### config.mk
export PLATFORM = sky130hd
export DESIGN_NAME = des_key_schedule
export DESIGN_NICKNAME = d
export VERILOG_FILES = /design/src/rtl/des_key_schedule.sv
export SDC_FILE = /design/constraint.sdc
export NUM_CORES = 1
export LEC_CHECK = 0
export ABC_AREA = 1
export BUFFER_PORTS_ARGS = -buffer_cell sky130_fd_sc_hd__clkbuf_2
export CAP_MARGIN = 20
export CORE_UTILIZATION = 45
export DETAILED_ROUTE_END_ITERATION = 8
export GPL_TIMING_DRIVEN = 0
export PLACE_DENSITY_LB_ADDON = 0.2
export SLEW_MARGIN = 20
export SYNTH_ARGS = -nofsm -noshare
export SYNTH_HDL_FRONTEND = slang
export SYNTH_SLANG_ARGS = --single-unit
### constraint.sdc
create_clock -name clk -period 2 [get_ports clk]
set_input_delay 0.1 -clock clk [delete_from_list [all_inputs] [get_ports clk]]
set_output_delay 0.1 -clock clk [all_outputs]
set_load 0.05 [all_outputs]
### src/rtl/des_key_schedule.sv
// Iterative DES key schedule: PC-1 on start, then one PC-2 subkey per handshake.
// Encrypt order K1..K16 by left rotation; decrypt order K16..K1 by right rotation.
// Optional build macro: DES_KS_PARITY_CHECK_EN rejects keys whose bytes lack odd parity.
module des_key_schedule (
   input  logic        clk,
   input  logic        rst,
   input  logic        start,
   input  logic        decrypt,
   input  logic [0:63] key,
   output logic [0:47] subkey,
   output logic [3:0]  round_idx,
   output logic        subkey_valid,
   input  logic        subkey_ready,
   output logic        busy,
   output logic        done,
   output logic        parity_err
);

   typedef enum logic [1:0] {IDLE, RUN, DONE} state_t;

   // Permutation tables, 0-based bit positions (0 = DES bit 1)
   localparam logic [5:0] PC1 [56] = '{
      56, 48, 40, 32, 24, 16,  8,  0, 57, 49, 41, 33, 25, 17,
       9,  1, 58, 50, 42, 34, 26, 18, 10,  2, 59, 51, 43, 35,
      62, 54, 46, 38, 30, 22, 14,  6, 61, 53, 45, 37, 29, 21,
      13,  5, 60, 52, 44, 36, 28, 20, 12,  4, 27, 19, 11,  3};
   localparam logic [5:0] PC2 [48] = '{
      13, 16, 10, 23,  0,  4,  2, 27, 14,  5, 20,  9,
      22, 18, 11,  3, 25,  7, 15,  6, 26, 19, 12,  1,
      40, 51, 30, 36, 46, 54, 29, 39, 50, 44, 32, 47,
      43, 48, 38, 55, 33, 52, 45, 41, 49, 35, 28, 31};

   state_t      state, state_next;
   logic [0:27] c, d;
   logic        dec_q;
   logic        key_ok;
   logic        accept;
   logic        last;
   logic        two;
   logic [0:55] cd_load;
   logic [0:27] c_load, d_load;

   function automatic logic [0:55] pc1_perm(input logic [0:63] k);
      logic [0:55] r;
      r = '0;
      for (int unsigned i = 0; i < 56; i++) r[i] = k[PC1[i]];
      return r;
   endfunction

   // Rotate a 28-bit half by one or two places; left means toward bit 0
   function automatic logic [0:27] rot28(input logic [0:27] x, input logic left, input logic dbl);
      if (left) return dbl ? {x[2:27], x[0:1]} : {x[1:27], x[0]};
      else      return dbl ? {x[26:27], x[0:25]} : {x[27], x[0:26]};
   endfunction

   // Schedule positions (1..16) that use a single-place shift
   function automatic logic single_shift(input logic [4:0] n);
      return (n == 5'd1) || (n == 5'd2) || (n == 5'd9) || (n == 5'd16);
   endfunction

`ifdef DES_KS_PARITY_CHECK_EN
   // Every key byte must carry odd parity
   always_comb begin
      key_ok = 1'b1;
      for (int unsigned i = 0; i < 8; i++)
         if (^key[8*i +: 8] == 1'b0) key_ok = 1'b0;
   end

   // One-cycle pulse when a start is refused for bad parity
   always_ff @(posedge clk or posedge rst) begin
      if (rst) parity_err <= 1'b0;
      else     parity_err <= (state == IDLE) && start && !key_ok;
   end
`else
   logic key_unused;
   assign key_ok     = 1'b1;
   assign parity_err = 1'b0;
   assign key_unused = ^key;
`endif

   assign accept  = (state == IDLE) && start && key_ok;
   assign last    = (round_idx == 4'd15);
   assign cd_load = pc1_perm(key);
   // Encrypt preloads the first left shift so K1 is ready one cycle after start
   assign c_load  = decrypt ? cd_load[0:27]  : rot28(cd_load[0:27], 1'b1, 1'b0);
   assign d_load  = decrypt ? cd_load[28:55] : rot28(cd_load[28:55], 1'b1, 1'b0);
   // Encrypt advances by S[idx+2]; decrypt undoes S[16-idx]
   assign two     = dec_q ? !single_shift(5'd16 - {1'b0, round_idx})
                          : !single_shift({1'b0, round_idx} + 5'd2);

   assign subkey_valid = (state == RUN);
   assign busy         = (state == RUN);
   assign done         = (state == DONE);

   // State register
   always_ff @(posedge clk or posedge rst) begin
      if (rst) state <= IDLE;
      else     state <= state_next;
   end

   // Next-state: IDLE -> RUN on accepted start, RUN -> DONE on last handshake
   always_comb begin
      state_next = state;
      case (state)
         IDLE:    if (accept) state_next = RUN;
         RUN:     if (subkey_ready && last) state_next = DONE;
         DONE:    state_next = IDLE;
         default: state_next = IDLE;
      endcase
   end

   // C/D halves, round counter and latched direction
   always_ff @(posedge clk or posedge rst) begin
      if (rst) begin
         c         <= '0;
         d         <= '0;
         round_idx <= '0;
         dec_q     <= 1'b0;
      end else begin
         case (state)
            IDLE: if (accept) begin
               c         <= c_load;
               d         <= d_load;
               dec_q     <= decrypt;
               round_idx <= '0;
            end
            RUN: if (subkey_ready && !last) begin
               round_idx <= round_idx + 4'd1;
               c         <= rot28(c, !dec_q, two);
               d         <= rot28(d, !dec_q, two);
            end
            DONE:    round_idx <= '0;
            default: ;
         endcase
      end
   end

   // Subkey is PC-2 of the current C/D registers
   always_comb begin
      logic [0:55] cd;
      cd     = {c, d};
      subkey = '0;
      for (int unsigned i = 0; i < 48; i++) subkey[i] = cd[PC2[i]];
   end

endmodule

==> reports/results.tsv, run 1 <==
metric	value	unit
vias in the first global route	6004	
fill cell count	1156	
die span in x	114.6	microns
IO Pins	125	
number of synthesized register bits	63	
share of the synthesized area in the top cell type	0.2765	
startpoint types	register	
Finished Layout Cells	1255	
core area	12160	sq um
PortBufs	115	
CP max stage delay	0.49	ns
Mapped Cells	937	
Layout area overhead	34.47	%
DR pass1 iterations	5	
Synth Area in XOR/XNOR	0.001536	
failing checks	setup timing	
Worst EP arrival	2.42	ns
Routed Antenna Nets	0	
Rows	40	
initial DRC count	621	
fmax	0.4633	GHz
worst r2r src	round_idx[1]	
largest family of logic cells by synthesized area	simple AND/OR/NAND/NOR gates	
initial antenna violation count	0	
first-pass GRT wire length	29.47	mm
Total Wirelength	19.20	mm
register area	1580	sq um
Multi-input gate area	3830	sq um
post-synthesis simple-gate area fraction	0.4018	
H-tree depth	3	
WP buf/inv	3	
Fin. Hold Viols	0	
Ys Warns	0	
Total GRT Usage	0.2812	
clock tree buffer depth	2	
hold_ws	0.02921	ns
synth top area cells	dfrtp_1, nand2_1, nand3_1, a21oi_1, buf_4	
die area	13130	sq um
Final Cycle Share	1.079	
Via Count	6991	
R2R cell count	14	
Mapped Area	5702	sq um
syn_area_per_cell	6.085	sq um
Worst-path clk slew	0.05	ns
# diodes	0	
Critical-path top delay cell	dfrtp_2	
maximum number of pins on one net before global-route repair	41	
compound-gate portion of the synthesized area	0.1578	
share of layout cells above drive strength 1	0.3468	
critical path, cell by cell	inv_4 -> ha_4 -> nor2_2 -> nor2_1 -> nand2_1 -> a21oi_2 -> nand2_2 -> nand2_4 -> clkbuf_16 -> clkbuf_16 -> nand2_1 -> nand2_1 -> nand3_2 -> a21oi_1	
clock skew	0.006378	ns
Yosys top cell by area	dfrtp_1	
Remaining DRCs	0	
Rel. slew slack	0.4829	
Vias per Instance	5.571	
final worst slack	-0.1585	ns
Critical R2R Capture	d[6]	
WS Path Type	reg -> reg	
status	finished with violations	
Worst setup EP type	register	
post-synthesis mux area share	0	
clk_lat worst skew	0.34	ns
gpl congestion	0.8780	
hold crit path type	in -> reg	
placed cells	1221	
Most common cell on crit path	nand2_1	
Syn Nets	1013	
Yosys cell types	25	
Num CTS Buffers	9	
clock root cell	clkbuf_16	
CP Max Fanout	7	
die height	114.6	microns
Initial Util	0.4688	
hold path cells	3	
Congestion Overflow GR	0	
Post-Synth Adder-Cell Area	0.01536	
crit path time final	2.159	ns
fin. max-slew vios	0	
TritonCTS clock tree	built	
Crit path max-delay family	simple AND/OR/NAND/NOR gates	
RSZ-0062 raised after global routing	yes	
max cap viols	0	
hold endpoint	state[1]	
Post-DP HPWL	12.63	mm
Seq/Total Area, Yosys	0.2765	
hold wc startpoint	subkey_ready	
FF-to-FF setup slack	-0.16	ns
mean routed wirelength per cell	15.30	microns
worst slew pin tran	0.7757	ns
final setup fails	57	
clock sinks	63	
WP data required	2.27	ns
nets	1158	
[placed cells by master, fill, tap and decap left out, drive strengths merged]
master,synthesis,routed
xor2,1,1
o21ai,8,8
a21oi,163,163
nor3,4,4
ha,7,7
nand2,243,243
clkbuf,22,158
a31oi,7,7
buf,100,113
nand4,1,1
nor2,121,121
dlygate4sd3,0,1
inv,23,23
nand3,173,173
conb,1,1
dfrtp,63,63
[registers in the layout, indices dropped and copies added, names as in the netlist]
name,cells
state,2
d,28
c,28
dec_q,1
round_idx,4
[per-stage QoR]
step / worst slack [ns] / utilization / area [sq um] / setup TNS [ns]
after global routing: -0.2404 / 0.6305 / 7667 / -11.45
after CTS: 0.003473 / 0.5714 / 6949 / 0
after global placement: -0.7871 / 0.5340 / 6494 / -41.86
after floorplan: 0.007393 / - / 5708 / 0
final: -0.1585 / 0.6305 / 7667 / -5.691
after detailed placement: -0.2571 / 0.5358 / 6516 / -6.220
[tightest hold or removal path: cells and delay by family]
family                 cells  cell delay, ns
AND/OR/NAND/NOR            1            0.06
buffers and inverters      2            0.17
[layer usage]
| metal | track usage | wire length, microns |
|---|---|---|
| met2 | 0.4327 | 8677 |
| met1 | 0.3955 | 8343 |
| met4 | 0.1108 | 504 |
| met3 | 0.04235 | 1677 |
| met5 | 0 | 0 |
[worst max-delay path by stage]
stage	cells past startpoint	end	from
finish	14	d[6]	round_idx[1]
global route	14	d[6]	round_idx[1]
CTS	14	d[7]	round_idx[1]
detailed placement	5	subkey_valid	state[1]
global placement	2	round_idx[1]	rst
floorplan	11	d[10]	round_idx[3]
[area by class of cell]
| cell class | instances | share of cell area |
|---|---|---|
| Buffer | 121 | 0.1103 |
| Clock buffer | 16 | 0.03541 |
| Inverter | 23 | 0.01224 |
| Multi-Input combinational cell | 729 | 0.4995 |
| Sequential cell | 63 | 0.2061 |
| Tap cell | 168 | 0.02742 |
| Timing Repair Buffer | 135 | 0.1090 |
[timing repair]
| action | 4_1_cts | 5_1_grt |
|---|---|---|
| setup buffers | 11 | 2 |
| hold endpoints to repair | 23 | 0 |
| resized for setup | 23 | 155 |
| setup endpoints to repair | 60 | 57 |
| cloned | 0 | 5 |
| hold buffers | 1 | 0 |
| pin swaps | 6 | 68 |
[synthesized netlist by cell type, drive strengths merged]
library cell	n
dfrtp	63
nand2	243
nor2	121
xor2	1
o21ai	8
ha	7
a21oi	163
buf	100
inv	23
nor3	4
nand3	173
conb	1
clkbuf	22
nand4	1
a31oi	7
[cells by family after synthesis]
family	count (synthesis)
simple gates	542
compound gates	178
buf+inv	145
other cells	1
fa+ha+maj	7
flops	63
xor+xnor	1
Power of run 1 is left out: the tool's default activity adds up to more than one toggle a clock period on the data nets, which glitch-free logic cannot reach.
==> inputs of run 2 (changes only) <==
--- a/config.mk
+++ b/config.mk
@@ -11,7 +11,7 @@
 export CORE_UTILIZATION = 45
 export DETAILED_ROUTE_END_ITERATION = 8
 export GPL_TIMING_DRIVEN = 0
-export PLACE_DENSITY_LB_ADDON = 0.2
+export PLACE_DENSITY = 0.76
 export SLEW_MARGIN = 20
 export SYNTH_ARGS = -nofsm -noshare
 export SYNTH_HDL_FRONTEND = slang
==> reports/results.tsv, run 2 (same netlist as run 1, synthesis figures left out) <==
metric	value	unit	change
Critical-path top delay cell	dfrtp_2		
worst r2r src	round_idx[1]		
WP data required	2.26	ns	about the same
nets	1163		+0.43%
Worst EP arrival	2.43	ns	about the same
PortBufs	115		unchanged
Finished Layout Cells	1259		+0.32%
Layout area overhead	34.39	%	about the same
CP Max Fanout	10		+3
core area	12160	sq um	unchanged
Rows	40		unchanged
clock root cell	clkbuf_16		
Routed Antenna Nets	0		unchanged
Vias per Instance	5.682		+2.0%
failing checks	setup timing		
hold wc startpoint	subkey_ready		
gpl congestion	0.8842		+0.71%
die area	13130	sq um	unchanged
WS Path Type	reg -> reg		
crit path launch	round_idx[1]		
die span in x	114.6	microns	unchanged
critical path, cell by cell	inv_4 -> ha_4 -> nor2_2 -> nor2_1 -> nand2_1 -> a21oi_2 -> nand2_4 -> nand2_4 -> buf_12 -> buf_8 -> nand2_1 -> nand3_1 -> nand3_1 -> a21oi_1		
worst slew pin tran	0.6504	ns	-0.1253 ns
commonest non-fill, non-tap cells in the layout	nand2_1, nand3_1, a21oi_1		
share of layout cells above drive strength 1	0.3336		-0.01319
mean routed wirelength per cell	15.74	microns	+2.9%
Fin. Hold Viols	0		unchanged
RSZ-0062 raised after global routing	yes		
clock tree buffer depth	2		unchanged
placed cells	1221		unchanged
final setup fails	56		-1.8%
clock skew	0.005430	ns	-0.0009475 ns
fill cell count	1119		-3.2%
clk_lat worst skew	0.34	ns	about the same
status	finished with violations		
Congestion Overflow GR	0		unchanged
Worst-path clk slew	0.05	ns	about the same
max cap viols	0		unchanged
fin. max-slew vios	0		unchanged
Via Count	7154		+2.3%
maximum number of pins on one net before global-route repair	55		+34%
Total GRT Usage	0.2819		+0.0007793
crit path time final	2.172	ns	+0.01298 ns
CP max stage delay	0.49	ns	about the same
Final Cycle Share	1.086		+0.006492
final worst slack	-0.1715	ns	-0.01298 ns
H-tree depth	3		unchanged
Rel. slew slack	0.5664		+0.08351
most common cell after layout, fill and taps aside	nand2_1		
register area	1580	sq um	unchanged
die height	114.6	microns	unchanged
Remaining DRCs	0		unchanged
Num CTS Buffers	9		unchanged
fmax	0.4605	GHz	-0.60%
Initial Util	0.4688		unchanged
startpoint types	register		
DR pass1 iterations	6		+1
initial DRC count	766		+23%
Total Wirelength	19.82	mm	+3.2%
pre-CTS WS	-0.1756	ns	+0.08155 ns
Post-DP HPWL	12.66	mm	+0.27%
IO Pins	125		unchanged
hold crit path type	in -> reg		
vias in the first global route	5923		-1.3%
first-pass GRT wire length	29.41	mm	-0.21%
TritonCTS clock tree	built		
biggest regs	c x28, d x28, round_idx x4		
initial antenna violation count	0		unchanged
Multi-input gate area	3787	sq um	-1.1%
clock sinks	63		unchanged
Worst setup EP type	register		
# diodes	0		unchanged
run 2: cell count changes in the layout (fill, tap and decap cells not counted), sizes merged:
cell	previous run	this run
buf	113	118
clkbuf	158	157
clkinv	0	1
inv	23	22
run 2: critical path, delay by kind of cell, from the launching register on:
kind | cells | cell delay (ns)
buffers and inverters | 3 | 0.41
AO/OA/AOI/OAI | 2 | 0.36
AND/OR/NAND/NOR | 8 | 0.69
adder cells (fa/ha/maj) | 1 | 0.14
flip-flops | 1 | 0.49
run 2: worst paths after layout:
path / slack, ns / depth (start not counted) / end
min in group asynchronous: 0.22 / 3 / c[4]
max in group asynchronous: 1.25 / 4 / round_idx[2]
hold / removal: 0.04 / 3 / state[1]
hold reg to reg: 0.60 / 2 / d[14]
setup reg to reg: -0.17 / 14 / d[15]
setup / recovery: -0.17 / 14 / d[15]
run 2: cell type report:
class                      count  area share
buffer                       122      0.1141
clock buffer                  15     0.03625
inverter                      23     0.01290
multi-input combinational    729      0.4943
sequential                    63      0.2062
tap                          168     0.02743
timing repair buffer         139      0.1088
run 2: timing repair:
item	4_1_cts	5_1_grt
hold endpoints to repair	63	0
hold buffers	1	0
setup endpoints to repair	57	57
gates resized for setup	21	153
pin swaps	6	28
buffers inserted	11	8
cloned	0	3
run 2: stage by stage:
step / util / instance area [sq um] / setup TNS (ns) / hold WS (ns)
3_5_place_dp: 0.5364 / 6524 / -5.470 / 0.01059
4_1_cts: 0.5708 / 6942 / -0.03516 / 0.04236
5_1_grt: 0.6300 / 7662 / -11.76 / 0.05232
2_1_floorplan: - / 5708 / 0 / 0.2667
6_report: 0.6300 / 7662 / -5.487 / 0.03814
3_3_place_gp: 0.5340 / 6494 / -42.74 / 0.3788
run 2: layer usage:
| layer | up-vias | GRT usage | routed length [microns] |
|---|---|---|---|
| li1 | 3366 | - | - |
| met4 | 0 | 0.09784 | 638 |
| met3 | 75 | 0.03864 | 1759 |
| met2 | 423 | 0.4416 | 9121 |
| met1 | 3290 | 0.3979 | 8300 |
| met5 | - | 0 | 0 |
Power of run 2 is left out for the same reason.
